<file path="src/rtl/vga_write_arbiter_if.sv">
// Pixel-write bus between the drawing engines, the lane eraser and the arbiter.
// The arbiter takes the slave side; the engine/eraser side is the master.
interface vga_write_arbiter_if #(
  parameter int NUM_REQ = 4
);
  logic                    erase_active;
  logic [9:0]              erase_x;
  logic [8:0]              erase_y;
  logic [8:0]              erase_color;
  logic                    erase_write;
  logic [NUM_REQ-1:0]      req;
  logic [10*NUM_REQ-1:0]   req_x;
  logic [9*NUM_REQ-1:0]    req_y;
  logic [9*NUM_REQ-1:0]    req_color;
  logic [NUM_REQ-1:0]      req_write;
  logic [NUM_REQ-1:0]      gnt;
  logic [9:0]              VGA_x;
  logic [8:0]              VGA_y;
  logic [8:0]              VGA_color;
  logic                    VGA_write;
  logic                    busy;

  modport slave (
    input  erase_active, erase_x, erase_y, erase_color, erase_write,
    input  req, req_x, req_y, req_color, req_write,
    output gnt, VGA_x, VGA_y, VGA_color, VGA_write, busy
  );

  modport master (
    output erase_active, erase_x, erase_y, erase_color, erase_write,
    output req, req_x, req_y, req_color, req_write,
    input  gnt, VGA_x, VGA_y, VGA_color, VGA_write, busy
  );
endinterface

</file>
<file path="src/rtl/vga_write_arbiter.sv">
// Shares the VGA adapter write port: eraser preempts, game engines rotate
// round-robin with a per-burst hold limit; the chosen pixel is registered once.
module vga_write_arbiter #(
  parameter int         NUM_REQ   = 4,
  parameter int         MAX_BURST = 1024,
  parameter logic [8:0] BLACK     = 9'b000_000_000
) (
  input logic               Clock,
  input logic               Reset,
  vga_write_arbiter_if.slave bus
);

  localparam int OW = $clog2(NUM_REQ);
  localparam int BW = $clog2(MAX_BURST);
  localparam logic [BW-1:0] BURST_LAST = BW'(MAX_BURST - 1);

  typedef enum logic [1:0] {IDLE, GRANT, ERASE} state_t;

  state_t             state_q, state_d;
  logic [OW-1:0]      owner_q, owner_d;
  logic [OW-1:0]      ptr_q, ptr_d;
  logic [BW-1:0]      burst_cnt_q, burst_cnt_d;
  logic [NUM_REQ-1:0] gnt_reg_q, gnt_reg_d;
  logic [9:0]         vga_x_q, vga_x_d;
  logic [8:0]         vga_y_q, vga_y_d;
  logic [8:0]         vga_color_q, vga_color_d;
  logic               vga_write_q, vga_write_d;
  logic               busy_q, busy_d;

  logic [OW-1:0]      pick;
  logic               pick_vld;
  logic [NUM_REQ-1:0] others;

  function automatic logic [OW-1:0] next_idx(input logic [OW-1:0] i);
    if (int'(i) == NUM_REQ - 1) return '0;
    return i + 1'b1;
  endfunction

  // First requester at or after ptr, wrapping at NUM_REQ-1.
  always_comb begin
    logic [OW-1:0] idx;
    idx      = ptr_q;
    pick     = ptr_q;
    pick_vld = 1'b0;
    for (int k = 0; k < NUM_REQ; k++) begin
      if (!pick_vld && bus.req[idx]) begin
        pick     = idx;
        pick_vld = 1'b1;
      end
      idx = next_idx(idx);
    end
  end

  assign others = bus.req & ~(NUM_REQ'(1) << owner_q);

  always_comb begin
    state_d     = state_q;
    owner_d     = owner_q;
    ptr_d       = ptr_q;
    burst_cnt_d = burst_cnt_q;
    gnt_reg_d   = gnt_reg_q;
    if (bus.erase_active) begin
      state_d     = ERASE;
      gnt_reg_d   = '0;
      burst_cnt_d = '0;
      // The preempted owner goes first once the eraser is done.
      if (state_q == GRANT) ptr_d = owner_q;
    end else begin
      case (state_q)
        IDLE: begin
          if (pick_vld) begin
            owner_d     = pick;
            gnt_reg_d   = NUM_REQ'(1) << pick;
            burst_cnt_d = '0;
            state_d     = GRANT;
          end
        end
        GRANT: begin
          if (!bus.req[owner_q] || (burst_cnt_q == BURST_LAST && |others)) begin
            gnt_reg_d = '0;
            ptr_d     = next_idx(owner_q);
            state_d   = IDLE;
          end else if (burst_cnt_q == BURST_LAST) begin
            burst_cnt_d = '0;
          end else begin
            burst_cnt_d = burst_cnt_q + 1'b1;
          end
        end
        default: state_d = IDLE;
      endcase
    end
  end

  always_comb begin
    vga_x_d     = vga_x_q;
    vga_y_d     = vga_y_q;
    vga_color_d = BLACK;
    vga_write_d = 1'b0;
    if (bus.erase_active) begin
      vga_x_d     = bus.erase_x;
      vga_y_d     = bus.erase_y;
      vga_color_d = bus.erase_color;
      vga_write_d = bus.erase_write;
    end else if (|gnt_reg_q) begin
      vga_x_d     = bus.req_x[int'(owner_q)*10 +: 10];
      vga_y_d     = bus.req_y[int'(owner_q)*9 +: 9];
      vga_color_d = bus.req_color[int'(owner_q)*9 +: 9];
      vga_write_d = bus.req_write[owner_q];
    end
    busy_d = (state_d != IDLE);
  end

  always_ff @(posedge Clock) begin
    if (Reset) begin
      state_q     <= IDLE;
      owner_q     <= '0;
      ptr_q       <= '0;
      burst_cnt_q <= '0;
      gnt_reg_q   <= '0;
      vga_x_q     <= '0;
      vga_y_q     <= '0;
      vga_color_q <= BLACK;
      vga_write_q <= 1'b0;
      busy_q      <= 1'b0;
    end else begin
      state_q     <= state_d;
      owner_q     <= owner_d;
      ptr_q       <= ptr_d;
      burst_cnt_q <= burst_cnt_d;
      gnt_reg_q   <= gnt_reg_d;
      vga_x_q     <= vga_x_d;
      vga_y_q     <= vga_y_d;
      vga_color_q <= vga_color_d;
      vga_write_q <= vga_write_d;
      busy_q      <= busy_d;
    end
  end

  assign bus.gnt       = gnt_reg_q & {NUM_REQ{~bus.erase_active}};
  assign bus.VGA_x     = vga_x_q;
  assign bus.VGA_y     = vga_y_q;
  assign bus.VGA_color = vga_color_q;
  assign bus.VGA_write = vga_write_q;
  assign bus.busy      = busy_q;

endmodule
</file>
<file path="src/flat_wrapper.sv">
// flat-port wrapper written by rule: the top's interface ports become plain ports
module vga_write_arbiter_flat 
#(
  parameter int         NUM_REQ   = 4,
  parameter int         MAX_BURST = 1024,
  parameter logic [8:0] BLACK     = 9'b000_000_000
)
  (Clock, Reset, bus_erase_active, bus_erase_x, bus_erase_y, bus_erase_color, bus_erase_write, bus_req, bus_req_x, bus_req_y, bus_req_color, bus_req_write, bus_gnt, bus_VGA_x, bus_VGA_y, bus_VGA_color, bus_VGA_write, bus_busy);
  vga_write_arbiter_if #(.NUM_REQ(NUM_REQ)) bus_i ();
  input logic Clock;
  input logic Reset;
  input wire logic [$bits(bus_i.erase_active)-1:0] bus_erase_active;
  input wire logic [$bits(bus_i.erase_x)-1:0] bus_erase_x;
  input wire logic [$bits(bus_i.erase_y)-1:0] bus_erase_y;
  input wire logic [$bits(bus_i.erase_color)-1:0] bus_erase_color;
  input wire logic [$bits(bus_i.erase_write)-1:0] bus_erase_write;
  input wire logic [$bits(bus_i.req)-1:0] bus_req;
  input wire logic [$bits(bus_i.req_x)-1:0] bus_req_x;
  input wire logic [$bits(bus_i.req_y)-1:0] bus_req_y;
  input wire logic [$bits(bus_i.req_color)-1:0] bus_req_color;
  input wire logic [$bits(bus_i.req_write)-1:0] bus_req_write;
  output wire logic [$bits(bus_i.gnt)-1:0] bus_gnt;
  output wire logic [$bits(bus_i.VGA_x)-1:0] bus_VGA_x;
  output wire logic [$bits(bus_i.VGA_y)-1:0] bus_VGA_y;
  output wire logic [$bits(bus_i.VGA_color)-1:0] bus_VGA_color;
  output wire logic [$bits(bus_i.VGA_write)-1:0] bus_VGA_write;
  output wire logic [$bits(bus_i.busy)-1:0] bus_busy;
  assign bus_i.erase_active = bus_erase_active;
  assign bus_i.erase_x = bus_erase_x;
  assign bus_i.erase_y = bus_erase_y;
  assign bus_i.erase_color = bus_erase_color;
  assign bus_i.erase_write = bus_erase_write;
  assign bus_i.req = bus_req;
  assign bus_i.req_x = bus_req_x;
  assign bus_i.req_y = bus_req_y;
  assign bus_i.req_color = bus_req_color;
  assign bus_i.req_write = bus_req_write;
  assign bus_gnt = bus_i.gnt;
  assign bus_VGA_x = bus_i.VGA_x;
  assign bus_VGA_y = bus_i.VGA_y;
  assign bus_VGA_color = bus_i.VGA_color;
  assign bus_VGA_write = bus_i.VGA_write;
  assign bus_busy = bus_i.busy;
  vga_write_arbiter #(.NUM_REQ(NUM_REQ), .MAX_BURST(MAX_BURST), .BLACK(BLACK)) u_core (.Clock(Clock), .Reset(Reset), .bus(bus_i));
endmodule
</file>
<file path="config.mk">
export PLATFORM = sky130hd
export DESIGN_NAME = vga_write_arbiter_flat
export DESIGN_NICKNAME = d
export VERILOG_FILES = /design/src/rtl/vga_write_arbiter_if.sv /design/src/rtl/vga_write_arbiter.sv /design/src/flat_wrapper.sv
export SDC_FILE = /design/constraint.sdc
export NUM_CORES = 1
export LEC_CHECK = 0
export ABC_AREA = 1
export CORE_MARGIN = 3
export CORE_UTILIZATION = 43
export CTS_CLUSTER_DIAMETER = 50
export DETAILED_ROUTE_END_ITERATION = 12
export GPL_TIMING_DRIVEN = 0
export PLACE_DENSITY = 0.88
export SETUP_SLACK_MARGIN = 0.05
export SLEW_MARGIN = 20
export SYNTH_ARGS = -nofsm -noshare
export SYNTH_HDL_FRONTEND = slang
export SYNTH_SLANG_ARGS = --single-unit
</file>
<file path="constraint.sdc">
create_clock -name Clock -period 3.96 [get_ports Clock]
set_clock_uncertainty 0.1 [all_clocks]
set_input_delay 0.99 -clock Clock [delete_from_list [all_inputs] [get_ports Clock]]
set_output_delay 0.99 -clock Clock [all_outputs]
set_load 0.01 [all_outputs]
</file>
==> parameters.txt <==
Parameter                              Value

Critical path
  Critical path, cell by cell ... buf_2, clkbuf_1, nor2_1, clkdlybuf4s50_1
  Crit path max-delay family ... buffers and inverters
  Delay contributed by the slowest stage of the critical path ... 0.50 ns
  Kind of end point of the critical path ... output port
  Reg-to-reg setup timing slack ... 1.40 ns
  Critical Path Start Type ... input pin
  Data required time at the worst endpoint ... 2.87 ns
  Levels on crit path ... 4
  Path depth of the worst reg2reg path ... 13
  Worst setup path startpoint ... bus_erase_active
  Data arrival time of the worst path ... 2.17 ns
  Worst path buffer plus inverter count ... 3
  Master of the slowest instance on the critical path ... clkdlybuf4s50_1
  Crit-path max FO ... 10
  Critical path type ... in2out
  Beginning of the worst register-to-register path ... u_core.owner_q[0]
  Termination of the worst setup path ... bus_gnt[1]
  Reg-to-Reg End ... u_core.burst_cnt_q[4]

Clock network
  CTS HTree Levels ... 2
  CTS tree ... done
  Clock sink total ... 50
  Buffer depth of the longest clock path ... 2
  Post-CTS Hold Buffers ... 0
  Postcts setup bufs ... 0
  Clock latency reported for the late side of the worst-skew pair ... 0.32 ns
  Clk pin slew, worst setup/hold paths ... 0.10 ns
  Buffer type at the clock tree root ... clkbuf_8
  Cts bufs inserted ... 5
  Post-cts gate resize count ... 0

Routing
  Wire length per cell ... 17.14 µm
  Overall via count from detail_route ... 4625
  Routed via count divided by cell count ... 5.586
  1st-pass router iterations ... 5
  Number of design rule violations left after detail routing ... 0
  Antenna-violating nets left ... 0
  Drt initial violations ... 290
  Total Routed Length ... 14190 µm

Placed design
  Routability congestion estimate ... 0.9476
  Input/output buffers ... 184
  Estimated wirelength of the detail-placed design ... 11460 µm

Run
  Total of max-cap violations ... 0

Logic synthesis
  Cell variety after synth ... 33
  Post-synthesis instance area ... 3398 µm²
  Synth warnings ... 0
  Average instance area after synthesis ... 6.328 µm²
  Number of nets in the synthesized netlist ... 695
  Synth Instances ... 537
  Sequential area share after synthesis ... 29.46%
  #FFs+latches synth ... 50

Global routing
  First-pass GRT wire length ... 21940 µm
  Total congestion overflow ... 0
  All-Layer GR Usage ... 31.06%
  Maximum number of pins on one net before global-route repair ... 19
  Vias in the first global route ... 4635
  Number of antenna violations at the first check in global routing ... 0

Timing
  Count of endpoints failing hold in the final timing report ... 0
  Minimum period implied by the final worst setup slack ... 3.261 ns
  Slew at the pin with the worst max-slew slack ... 0.7746 ns
  Hold_ws ... 0.4077 ns
  Tightest slew margin relative to the limit ... 48.17%
  Final worst path period share ... 82.34%
  Top achievable clock speed ... 306.7 MHz
  Unrepaired setup endpoints after global routing ... no
  Final number of max-transition violations ... 0
  Final setup violation count ... 0
  Aggregate negative setup slack ... 0 ns

Die
  Die ar. ... 9006 µm²
  Ports placed on the boundary ... 186
  Initial core utilization ... 45.63%
  Std cell rows ... 31
  Die extent in y ... 94.90 µm
  Core region area ... 7447 µm²
  Width of the chip ... 94.90 µm

Final layout
  Post-layout net count ... 886
  Number of diodes added for antenna fixing ... 0
  Fraction of layout instances using a drive strength above 1 ... 5.213%
  Post-synthesis to final-layout area growth ... 60.64%

Min path
  Class of the worst hold path ... reg2reg

Power and ir drop
  Power density cells ... 288.8 nW/µm²
  Highest ir drop seen on vdd ... 0.1814 mV
  Cell leakage power ... 2.106 nW

Outcome
  Status ... finished clean
[worst min-delay path by stage]
stage               slack, ns             startpoint  cells past startpoint               endpoint
detailed placement       0.38  u_core.burst_cnt_q[3]                      2  u_core.burst_cnt_q[3]
floorplan                0.35    u_core.gnt_reg_q[0]                      2    u_core.gnt_reg_q[0]
global route             0.43    u_core.gnt_reg_q[3]                      2    u_core.gnt_reg_q[3]
CTS                      0.40  u_core.burst_cnt_q[3]                      2  u_core.burst_cnt_q[3]
global placement         0.37  u_core.burst_cnt_q[3]                      2  u_core.burst_cnt_q[3]
finish                   0.41  u_core.burst_cnt_q[3]                      2  u_core.burst_cnt_q[3]
[per-layer routing]
metal	wire (µm)	track usage, %	share of wire (%)
met1	5263	34.97	37
met2	7207	54.90	51
met3	1309	10.12	9.2
met4	408	10.46	2.9
met5	0	0	0
[flip-flops by register name, indices dropped and copies added (netlist names)]
| signal | count |
|---|---|
| u_core.burst_cnt_q | 10 |
| u_core.bus.VGA_x | 10 |
| u_core.bus.VGA_color | 9 |
| u_core.bus.VGA_y | 9 |
| u_core.gnt_reg_q | 4 |
| u_core.owner_q | 2 |
| u_core.ptr_q | 2 |
| u_core.state_q | 2 |
| u_core.bus.VGA_write | 1 |
| u_core.bus.busy | 1 |
[final cells by class]
| class | count | area (µm²) |
|---|---|---|
| Buffer | 35 | 143.9 |
| Tap cell | 99 | 123.9 |
| Inverter | 32 | 120.1 |
| Fill cell | 598 | 1988 |
| Sequential cell | 50 | 1001 |
| Clock inverter | 3 | 26.28 |
| Clock buffer | 5 | 68.82 |
| Multi-Input combinational cell | 420 | 2133 |
| Timing Repair Buffer | 184 | 1842 |
[cells in the mapped netlist]
| master | instances | area (µm²) |
|---|---|---|
| a21oi_1 | 20 | 100.1 |
| a21oi_2 | 1 | 8.760 |
| a31oi_1 | 19 | 118.9 |
| a32o_1 | 10 | 100.1 |
| buf_1 | 1 | 3.750 |
| buf_2 | 4 | 20.02 |
| buf_6 | 1 | 11.26 |
| clkbuf_1 | 29 | 108.9 |
| clkinv_1 | 2 | 7.510 |
| dfxtp_1 | 50 | 1001 |
| ha_1 | 6 | 75.07 |
| inv_1 | 24 | 90.09 |
| inv_2 | 6 | 22.52 |
| nand2_1 | 108 | 405.4 |
| nand2_2 | 8 | 50.05 |
| nand2_4 | 1 | 11.26 |
| nand3_1 | 25 | 125.1 |
| nand3_2 | 4 | 40.04 |
| nand3b_2 | 1 | 11.26 |
| nand4_1 | 1 | 6.260 |
| nor2_1 | 78 | 292.8 |
| nor2_4 | 3 | 33.78 |
| nor2_8 | 1 | 20.02 |
| nor3_1 | 6 | 30.03 |
| nor3b_1 | 1 | 7.510 |
| nor4_1 | 1 | 6.260 |
| o211ai_1 | 1 | 7.510 |
| o21a_1 | 1 | 7.510 |
| o21ai_0 | 86 | 430.4 |
| o21ai_1 | 3 | 15.01 |
| o21bai_1 | 1 | 7.510 |
| o22ai_1 | 30 | 187.7 |
| xor2_1 | 4 | 35.03 |
[cell usage in the layout (no fill, tap or decap), types with 2 or more instances in the layout]
cell and n:
a31oi_1 19, nand3_1 25, dfxtp_1 50, clkinv_1 2, nand3_2 4, nand2_2 8
nor3_1 6, clkbuf_8 5, o21ai_0 86, nand2_1 108, nor2_4 3, o22ai_1 30
a21oi_1 20, inv_6 2, o21ai_1 3, inv_1 24, a32o_1 10, clkdlybuf4s50_1 184
xor2_1 4, nor2_1 78, inv_2 6, buf_2 4, clkbuf_1 29, ha_1 6
[logic make-up (layout without fill, tap and decap cells)]
family	after synthesis	count (layout)	synth area share [%]
simple gates	238	238	30.60
compound gates	172	172	28.94
flops	50	50	29.46
xor+xnor	4	4	1.031
fa+ha+maj	6	6	2.209
buf+inv	67	259	7.769
[report_power, final]
group | internal (mW) | switching, mW
combinational | 0.319 | 0.346
sequential | 0.546 | 0.0267
clock | 0.131 | 0.208
total | 0.996 | 0.580
[stage by stage]
step                      utilization, %  power, mW  cell area (µm²)  worst slack [ns]  cells
after CTS                          73.30      1.565             5459            0.6933    828
after global placement             72.03      1.218             5364            0.7407    820
after detailed placement           72.03      1.237             5364            0.6944    820
after floorplan                        -     0.9058             3398             1.338    537
after global routing               73.30      1.662             5459            0.6338    828
final                              73.30      1.577             5459            0.6992    828
[worst min-delay path: cells and delay by family, from the launching register on]
kind / cells / cell delay [ns]
AO/OA/AOI/OAI: 1 / 0.06
flip-flops: 1 / 0.35
AND/OR/NAND/NOR: 1 / 0.07
No activity file was read; power rests on OpenSTA's default activity.
